**config.mk**
```make
export PLATFORM = sky130hd
export DESIGN_NAME = mc_control
export DESIGN_NICKNAME = d
export VERILOG_FILES = /design/src/rtl/mc_control.sv
export SDC_FILE = /design/constraint.sdc
export NUM_CORES = 1
export LEC_CHECK = 0
export ABC_AREA = 0
export BUFFER_PORTS_ARGS = -buffer_cell sky130_fd_sc_hd__buf_4
export CAP_MARGIN = 0
export CORE_AREA = 2 2 73 75
export CTS_CLUSTER_DIAMETER = 30
export DETAILED_ROUTE_END_ITERATION = 12
export DIE_AREA = 0 0 75 77
export GPL_ROUTABILITY_DRIVEN = 1
export PLACE_DENSITY = 0.83
export SETUP_SLACK_MARGIN = 0.2
export SLEW_MARGIN = 20
export SYNTH_ARGS = -nofsm -noshare
export SYNTH_HDL_FRONTEND = slang
export SYNTH_SLANG_ARGS = --single-unit
```
**constraint.sdc**
```tcl
create_clock -name clk -period 3.7 [get_ports clk]
set_input_delay 1.11 -clock clk [delete_from_list [all_inputs] [get_ports clk]]
set_output_delay 1.11 -clock clk [all_outputs]
set_load 0.005 [all_outputs]
```
**src/rtl/mc_control.sv**
```systemverilog
// mc_control: multicycle main control FSM for the MIPS-subset CPU.
//
// Sequences each instruction through fetch, decode, execute, memory and
// writeback steps. It drives the datapath enables and mux selects, and it
// counts retired instructions.
//
// Parameters:
//   CNT_W        width of the retired-instruction counter
//
// Ports:
//   clk          system clock, rising edge
//   rst          synchronous active-high reset
//   opcode       IR[31:26], used in DECODE and MEMADR
//   mem_ready    memory handshake; an access completes in a cycle where it is 1
//   pcwrite, pcwritecond, iord, memread, memwrite, irwrite,
//   memtoreg, regdst, regwrite, alusrca      datapath controls
//   alusrcb      ALU B select (00 reg B, 01 const 4, 10 sext imm, 11 imm<<2)
//   aluop        to ALU control (00 add, 01 sub, 1x decode funct)
//   pcsrc        PC select (00 ALU result, 01 ALUOut, 10 jump target)
//   illegal      one-cycle pulse in TRAP
//   instr_done   one-cycle pulse in the last state of each legal instruction
//   instret      retired-instruction count, wraps at 2^CNT_W
module mc_control #(
  parameter int unsigned CNT_W = 32
) (
  input  logic             clk,
  input  logic             rst,
  input  logic [5:0]       opcode,
  input  logic             mem_ready,
  output logic             pcwrite,
  output logic             pcwritecond,
  output logic             iord,
  output logic             memread,
  output logic             memwrite,
  output logic             irwrite,
  output logic             memtoreg,
  output logic             regdst,
  output logic             regwrite,
  output logic             alusrca,
  output logic [1:0]       alusrcb,
  output logic [1:0]       aluop,
  output logic [1:0]       pcsrc,
  output logic             illegal,
  output logic             instr_done,
  output logic [CNT_W-1:0] instret
);

  // Opcodes
  localparam logic [5:0] OpRtype = 6'b000000;
  localparam logic [5:0] OpLw    = 6'b100011;
  localparam logic [5:0] OpSw    = 6'b101011;
  localparam logic [5:0] OpBeq   = 6'b000100;
  localparam logic [5:0] OpJ     = 6'b000010;
  localparam logic [5:0] OpAddi  = 6'b001000;

  // FSM states
  localparam logic [3:0] StFetch  = 4'd0;
  localparam logic [3:0] StDecode = 4'd1;
  localparam logic [3:0] StMemAdr = 4'd2;
  localparam logic [3:0] StMemRd  = 4'd3;
  localparam logic [3:0] StMemWb  = 4'd4;
  localparam logic [3:0] StMemWr  = 4'd5;
  localparam logic [3:0] StRtExec = 4'd6;
  localparam logic [3:0] StRtWb   = 4'd7;
  localparam logic [3:0] StBranch = 4'd8;
  localparam logic [3:0] StJump   = 4'd9;
  localparam logic [3:0] StAddiEx = 4'd10;
  localparam logic [3:0] StAddiWb = 4'd11;
  localparam logic [3:0] StTrap   = 4'd12;

  // ALU B selects
  localparam logic [1:0] SrcbReg   = 2'b00;
  localparam logic [1:0] SrcbFour  = 2'b01;
  localparam logic [1:0] SrcbImm   = 2'b10;
  localparam logic [1:0] SrcbImmSh = 2'b11;

  // ALU ops
  localparam logic [1:0] AluAdd   = 2'b00;
  localparam logic [1:0] AluSub   = 2'b01;
  localparam logic [1:0] AluFunct = 2'b10;

  // PC sources
  localparam logic [1:0] PcAlu    = 2'b00;
  localparam logic [1:0] PcAluOut = 2'b01;
  localparam logic [1:0] PcJump   = 2'b10;

  localparam logic [CNT_W-1:0] CntOne = {{(CNT_W-1){1'b0}}, 1'b1};

  logic [3:0]       state_q, state_d;
  logic [CNT_W-1:0] instret_q;
  logic             done;

  // Next-state logic
  always_comb begin
    state_d = state_q;
    case (state_q)
      StFetch: begin
        if (mem_ready) state_d = StDecode;
      end
      StDecode: begin
        case (opcode)
          OpRtype:    state_d = StRtExec;
          OpLw, OpSw: state_d = StMemAdr;
          OpBeq:      state_d = StBranch;
          OpJ:        state_d = StJump;
          OpAddi:     state_d = StAddiEx;
          default:    state_d = StTrap;
        endcase
      end
      // The IR does not change after FETCH, so re-reading opcode here is safe.
      StMemAdr: state_d = (opcode == OpLw) ? StMemRd : StMemWr;
      StMemRd: begin
        if (mem_ready) state_d = StMemWb;
      end
      StMemWr: begin
        if (mem_ready) state_d = StFetch;
      end
      StRtExec: state_d = StRtWb;
      StAddiEx: state_d = StAddiWb;
      StMemWb, StRtWb, StBranch, StJump, StAddiWb, StTrap: state_d = StFetch;
      default:  state_d = StFetch;
    endcase
  end

  // Moore outputs; FETCH and MEMWR additionally gate on mem_ready.
  // Everything is held at 0 while rst is high, so an instruction cut off by
  // reset performs no writes in that cycle.
  always_comb begin
    pcwrite     = 1'b0;
    pcwritecond = 1'b0;
    iord        = 1'b0;
    memread     = 1'b0;
    memwrite    = 1'b0;
    irwrite     = 1'b0;
    memtoreg    = 1'b0;
    regdst      = 1'b0;
    regwrite    = 1'b0;
    alusrca     = 1'b0;
    alusrcb     = SrcbReg;
    aluop       = AluAdd;
    pcsrc       = PcAlu;
    illegal     = 1'b0;
    done        = 1'b0;
    if (!rst) begin
      case (state_q)
        StFetch: begin
          memread = 1'b1;
          alusrcb = SrcbFour;
          aluop   = AluAdd;
          pcsrc   = PcAlu;
          // PC and IR update exactly once per fetch, on the ready cycle.
          irwrite = mem_ready;
          pcwrite = mem_ready;
        end
        StDecode: begin
          // Branch target into ALUOut ahead of a possible beq.
          alusrcb = SrcbImmSh;
          aluop   = AluAdd;
        end
        StMemAdr: begin
          alusrca = 1'b1;
          alusrcb = SrcbImm;
          aluop   = AluAdd;
        end
        StMemRd: begin
          memread = 1'b1;
          iord    = 1'b1;
        end
        StMemWb: begin
          regwrite = 1'b1;
          memtoreg = 1'b1;
          regdst   = 1'b0;
          done     = 1'b1;
        end
        StMemWr: begin
          memwrite = 1'b1;
          iord     = 1'b1;
          done     = mem_ready;
        end
        StRtExec: begin
          alusrca = 1'b1;
          alusrcb = SrcbReg;
          aluop   = AluFunct;
        end
        StRtWb: begin
          regwrite = 1'b1;
          regdst   = 1'b1;
          done     = 1'b1;
        end
        StBranch: begin
          alusrca     = 1'b1;
          alusrcb     = SrcbReg;
          aluop       = AluSub;
          pcwritecond = 1'b1;
          pcsrc       = PcAluOut;
          done        = 1'b1;
        end
        StJump: begin
          pcwrite = 1'b1;
          pcsrc   = PcJump;
          done    = 1'b1;
        end
        StAddiEx: begin
          alusrca = 1'b1;
          alusrcb = SrcbImm;
          aluop   = AluAdd;
        end
        StAddiWb: begin
          regwrite = 1'b1;
          regdst   = 1'b0;
          done     = 1'b1;
        end
        StTrap: begin
          illegal = 1'b1;
        end
        default: begin
          illegal = 1'b0;
        end
      endcase
    end
  end

  assign instr_done = done;
  assign instret    = rst ? '0 : instret_q;

  always_ff @(posedge clk) begin
    if (rst) begin
      state_q   <= StFetch;
      instret_q <= '0;
    end else begin
      state_q <= state_d;
      if (done) instret_q <= instret_q + CntOne;
    end
  end

endmodule

```
==> results.ini, run 1 <==
[run_status]
outcome = finished, final reports clean

[pwr]
pwr-share-seq = 0.484
combinationalPowerShare = 0.152
clock_power_share = 0.364
power_w = 0.000840
static-leakage-power_nw = 1.13
switching_power_w = 0.000228
p_per_area_nw_per_um2 = 292
ir_worst_vdd_uv = 233
p_int_w = 0.000613
sw_frac_of_total = 0.271

[setup_path]
cp_top_family = simple AND/OR/NAND/NOR gates
cp_slowest_cell = or3_1
required_ps = 2590
crit_path_end_kind = output port
path_cells = buf_4 > or3_1 > nor4_1 > or2_2 > buf_4
arrival_ps = 2150
critPathMaxFanout = 11
start_kind = primary input
worstSetupPathType = in -> out
crit_top_cell = buf_4
cpPeakStageDelay_ps = 370
path_buf_inv = 2

[sta]
hold_viol = 0
min_period_over_period = 0.880
finalSetupViolCount = 0
clock.fmax_mhz = 307
fin_worst_skew_ps = 4.79
setup_ws_ps = 443
min_period_ps = 3260
setup_tns_ps = 0
relSlewSlack = 0.603
rsz0062_at_grt = no
finalMaxSlewViolations = 0
worstMarginPinSlew_ps = 595

[worst_hold_path]
hp-class = reg -> reg

[synth]
netlist.top_cell.by_area = dfxtp_1
avgSynthCellArea_um2 = 7.78
mappedNetlistArea_um2 = 2350
synth-seq-cells = 36
synthTopCellsByArea = dfxtp_1 31%, nor2b_1 8.8%, mux2_2 8.6%
syn-instance-count = 302
synth_top_area_frac = 0.307
seq_area_frac_synth = 0.307
synthDistinctLibCells = 43
synth_ff_type = dfxtp_1
yosys_warnings = 0
synth_compound_area_frac = 0.114
yosys.area_share.simple = 0.409
synth-xor-area-share = 0.0112
synth_fp_nets = 312
synth_adder_area_share = 0.00958
synth-edff-count = 0
synth_top_family_by_area = simple AND/OR/NAND/NOR gates
synthMuxAreaShare = 0.0911
async_flop_share = 0

[route]
drt_iter0_drc = 126
wl_per_cell_um = 13.4
viasPerCell = 5.58
postRouteAntennaNets = 0
first_pass_iters = 5
vias = 2337
drc_errors = 0
drt-total-wl_um = 5610

[grt]
grt_first_pass_wirelength_um = 9190
first_global_vias = 2064
grt_max_degree = 66
grt_remaining_overflow = 0
grt.total_usage = 0.198
antenna_found_initial = 0

[floorplanning]
dieWidth_um = 75
floorplan.io_pins = 59
placementRows = 26
dieArea_um2 = 5780
start_util = 0.472
core_um2 = 4980
die_height_um = 77

[placement]
dp_hpwl_um = 4030
portBuffers = 58
dp_slack_ps = 443
dpl_cell_area_um2 = 2780
globalplace.congestion = 0.855

[finish]
insertedDiodeCount = 0
fin_nets = 359
final_common_cell = buf_4
fin_area_um2 = 2880
layout-drive-gt1-share = 0.261
layout_common_cells = 60 x buf_4, 41 x nor2_1, 36 x dfxtp_1
fillers = 500
syn_to_final_growth_pct = 22.4

[cts]
post_cts_resized = 0
root_buffer = clkbuf_8
post_cts_buffers = 0
cts_tree = built
clockBufferDepth = 2
cts.sinks = 36
clkTransAtPathRegs_ps = 70
cts_buffers = 5
h-tree-depth = 2
hold_buffers = 0
insertion_delay_ps = 290

[run]
maxCapViolCount = 0

==> power by group through the flow <==
stage	combinational, W	sequential (W)	clock (W)
floorplan	0.000103	0.000406	0
global placement	0.000126	0.000416	0
detailed placement	0.000128	0.000415	0
CTS	0.000128	0.000406	0.000314
global route	0.000142	0.000408	0.000328
finish	0.000128	0.000407	0.000306
==> sequential cells by signal, indices dropped and copies added, names as in the netlist <==
signal	count
state_q	4
instret_q	32
==> cells in the mapped netlist (2+ instances only) <==
library cell,number
a21oi_1,16
and3_1,8
and4_1,6
buf_2,3
buf_4,4
buf_6,2
clkbuf_1,10
dfxtp_1,36
inv_1,7
mux2_2,18
nand2_1,18
nand2b_1,4
nand3_1,10
nand4_1,4
nor2_1,41
nor2b_1,33
nor3_1,14
nor4_1,11
o21ai_0,9
o31ai_1,8
o32a_1,2
o32ai_1,2
or2_2,2
or3_1,7
or4_1,8
xor2_1,2
==> layer usage <==
layer	global-route usage	vias to the layer above	part of all wire
li1	-	1185	-
met1	0.249	1073	0.43
met2	0.329	69	0.50
met3	0.0342	10	0.049
met4	0.0804	0	0.018
met5	0	-	0
==> worst paths after layout <==
kind / from / end / slack, ps / cells after the start
setup / recovery: rst / pcwrite / 440 / 5
hold / removal: instret_q[8] / instret_q[8] / 510 / 2
setup reg to reg: instret_q[0] / instret_q[28] / 1520 / 5
hold reg to reg: instret_q[8] / instret_q[8] / 510 / 2
==> cells by family (layout without fill, tap and decap cells) <==
| kind of cell | after synthesis | after routing |
|---|---|---|
| multiplexers | 19 | 19 |
| flip-flops | 36 | 36 |
| XOR/XNOR | 3 | 3 |
| AND/OR/NAND/NOR | 172 | 172 |
| buffers and inverters | 27 | 74 |
| adder cells (fa/ha/maj) | 2 | 2 |
| AO/OA/AOI/OAI | 43 | 43 |
==> final cells by class <==
cell class | instances | area, um2 | share of cell area
well taps | 70 | 87.6 | 0.0305
multi-input cells | 239 | 1490 | 0.520
flip-flops and latches | 36 | 721 | 0.251
clock buffers | 7 | 96.3 | 0.0335
inverters | 7 | 26.3 | 0.00914
repair buffers | 60 | 450 | 0.157
==> worst reg2reg max path, cell delays in order, from the launching register on <==
cell and delay (ps):
dfxtp_1 420, ha_1 310, and3_1 180, nand4_1 350, nor4_1 430, mux2_2 370
==> stage by stage <==
step,util,cells,hold WS (ps)
floorplan,-,302,465
global placement,0.558,412,485
detailed placement,0.558,412,497
CTS,0.578,419,507
global route,0.578,419,545
finish,0.578,419,510
(Power assumes the default switching activity.)
==> run 2, diff against run 1 <==
- CORE_AREA: 2 2 73 75 -> 10 10 81 83
- CTS_CLUSTER_SIZE: not set -> 16
- DIE_AREA: 0 0 75 77 -> 0 0 91 93
- clock period: 3.7 -> 3.9 ns (I/O delays scaled with it)
==> results.ini, run 2 (same netlist as run 1, synthesis figures left out) <==
[placement]
dpl_cell_area_um2 = 2790
globalplace.congestion = 0.864
place_inst = 413
dp_hpwl_um = 4520
portBuffers = 58

[cts]
root_buffer = clkbuf_8
cts_tree = built
post_cts_buffers = 0
cts.sinks = 36
h-tree-depth = 2
cts_buffers = 5
hold_buffers = 0
insertion_delay_ps = 290
post_cts_resized = 0
clkTransAtPathRegs_ps = 70
clockBufferDepth = 2

[floorplanning]
start_util = 0.469
dieWidth_um = 91
dieArea_um2 = 8460
die_height_um = 93
core_um2 = 5010
floorplan.io_pins = 59
placementRows = 26

[route]
drc_errors = 0
vias = 2358
drt_iter0_drc = 207
wl_per_cell_um = 14.8
first_pass_iters = 4
viasPerCell = 5.60
drt-total-wl_um = 6220
postRouteAntennaNets = 0

[grt]
antenna_found_initial = 0
grt_remaining_overflow = 0
grt_max_degree = 44
first_global_vias = 2248
grt.total_usage = 0.142
grt_first_pass_wirelength_um = 10400

[pwr]
switching_power_w = 0.000221
combinationalPowerShare = 0.155
static-leakage-power_nw = 1.14
p_per_area_nw_per_um2 = 273
p_int_w = 0.000565
clock_power_share = 0.353
ir_worst_vdd_uv = 211
pwr-share-seq = 0.491
sw_frac_of_total = 0.281

[sta]
finalMaxSlewViolations = 0
finalSetupViolCount = 0
fin_worst_skew_ps = 4.62
min_period_over_period = 0.885
relSlewSlack = 0.690
worstMarginPinSlew_ps = 465
clock.fmax_mhz = 290
setup_tns_ps = 0
rsz0062_at_grt = no
hold_viol = 0
hold_slack_ps = 506
min_period_ps = 3450

[finish]
layout-drive-gt1-share = 0.265
reg_top3 = instret_q x32, state_q x4
largest_reg_flops = 32
fin_area_um2 = 2880
layout_common_cells = 61 x buf_4, 41 x nor2_1, 36 x dfxtp_1
instances_no_fill = 421
insertedDiodeCount = 0
regMostFlops = instret_q
fin_nets = 360
final_common_cell = buf_4
syn_to_final_growth_pct = 22.5

[setup_path]
required_ps = 2730
arrival_ps = 2280
critPathMaxFanout = 26
start_kind = primary input
crit_path_end_kind = output port
worstSetupPathType = in -> out

[run]
maxCapViolCount = 0

[worst_hold_path]
hp-class = reg -> reg

[run_status]
outcome = finished, final reports clean

## run 2: cell types whose count changed in the layout (fill, tap and decap cells not counted)
cell      change
clkinv_2      +2
buf_4         +1
clkbuf_8      -1
## run 2: power by group through the flow
stage	Clock [W]	Sequential [W]	Combinational (W)
after global placement	0	0.000394	0.000120
after CTS	0.000287	0.000385	0.000122
after detailed placement	0	0.000394	0.000121
final	0.000278	0.000386	0.000122
after floorplan	0	0.000385	0.0000974
after global routing	0.000300	0.000387	0.000136
## run 2: worst paths after layout
check / startpoint / to / slack, ps / cells past startpoint
worst max-delay path: rst / pcwrite / 450 / 5
worst min-delay path: instret_q[8] / instret_q[8] / 510 / 2
worst max register to register: instret_q[0] / instret_q[30] / 1690 / 5
worst min register to register: instret_q[8] / instret_q[8] / 510 / 2
## run 2: critical path: stages
cell	delay, ps
buf_4	200
or3_1	380
nor4_1	260
or2_2	170
buf_4	100
## run 2: area by class of cell
type | instances | area, um2
fillers | 476 | 2130
multi-input cells | 239 | 1490
flip-flops and latches | 36 | 721
repair buffers | 61 | 458
well taps | 70 | 87.6
clock buffers | 6 | 82.6
inverters | 7 | 26.3
clock inverters | 2 | 10.0
## run 2: per-layer routing
layer  vias up  GRT usage  share of wire
li1       1186          -              -
met1      1098      0.159           0.43
met2        66      0.252           0.51
met3         8     0.0368          0.058
met4         0     0.0548         0.0087
met5         -          0              0
## run 2: metrics by stage
stage          setup WS (ps)  utilization  power [W]
3_5_place_dp             457        0.556   0.000516
4_1_cts                  455        0.575   0.000795
2_1_floorplan            557            -   0.000482
5_1_grt                  360        0.575   0.000823
3_3_place_gp             479        0.556   0.000514
6_report                 448        0.575   0.000786
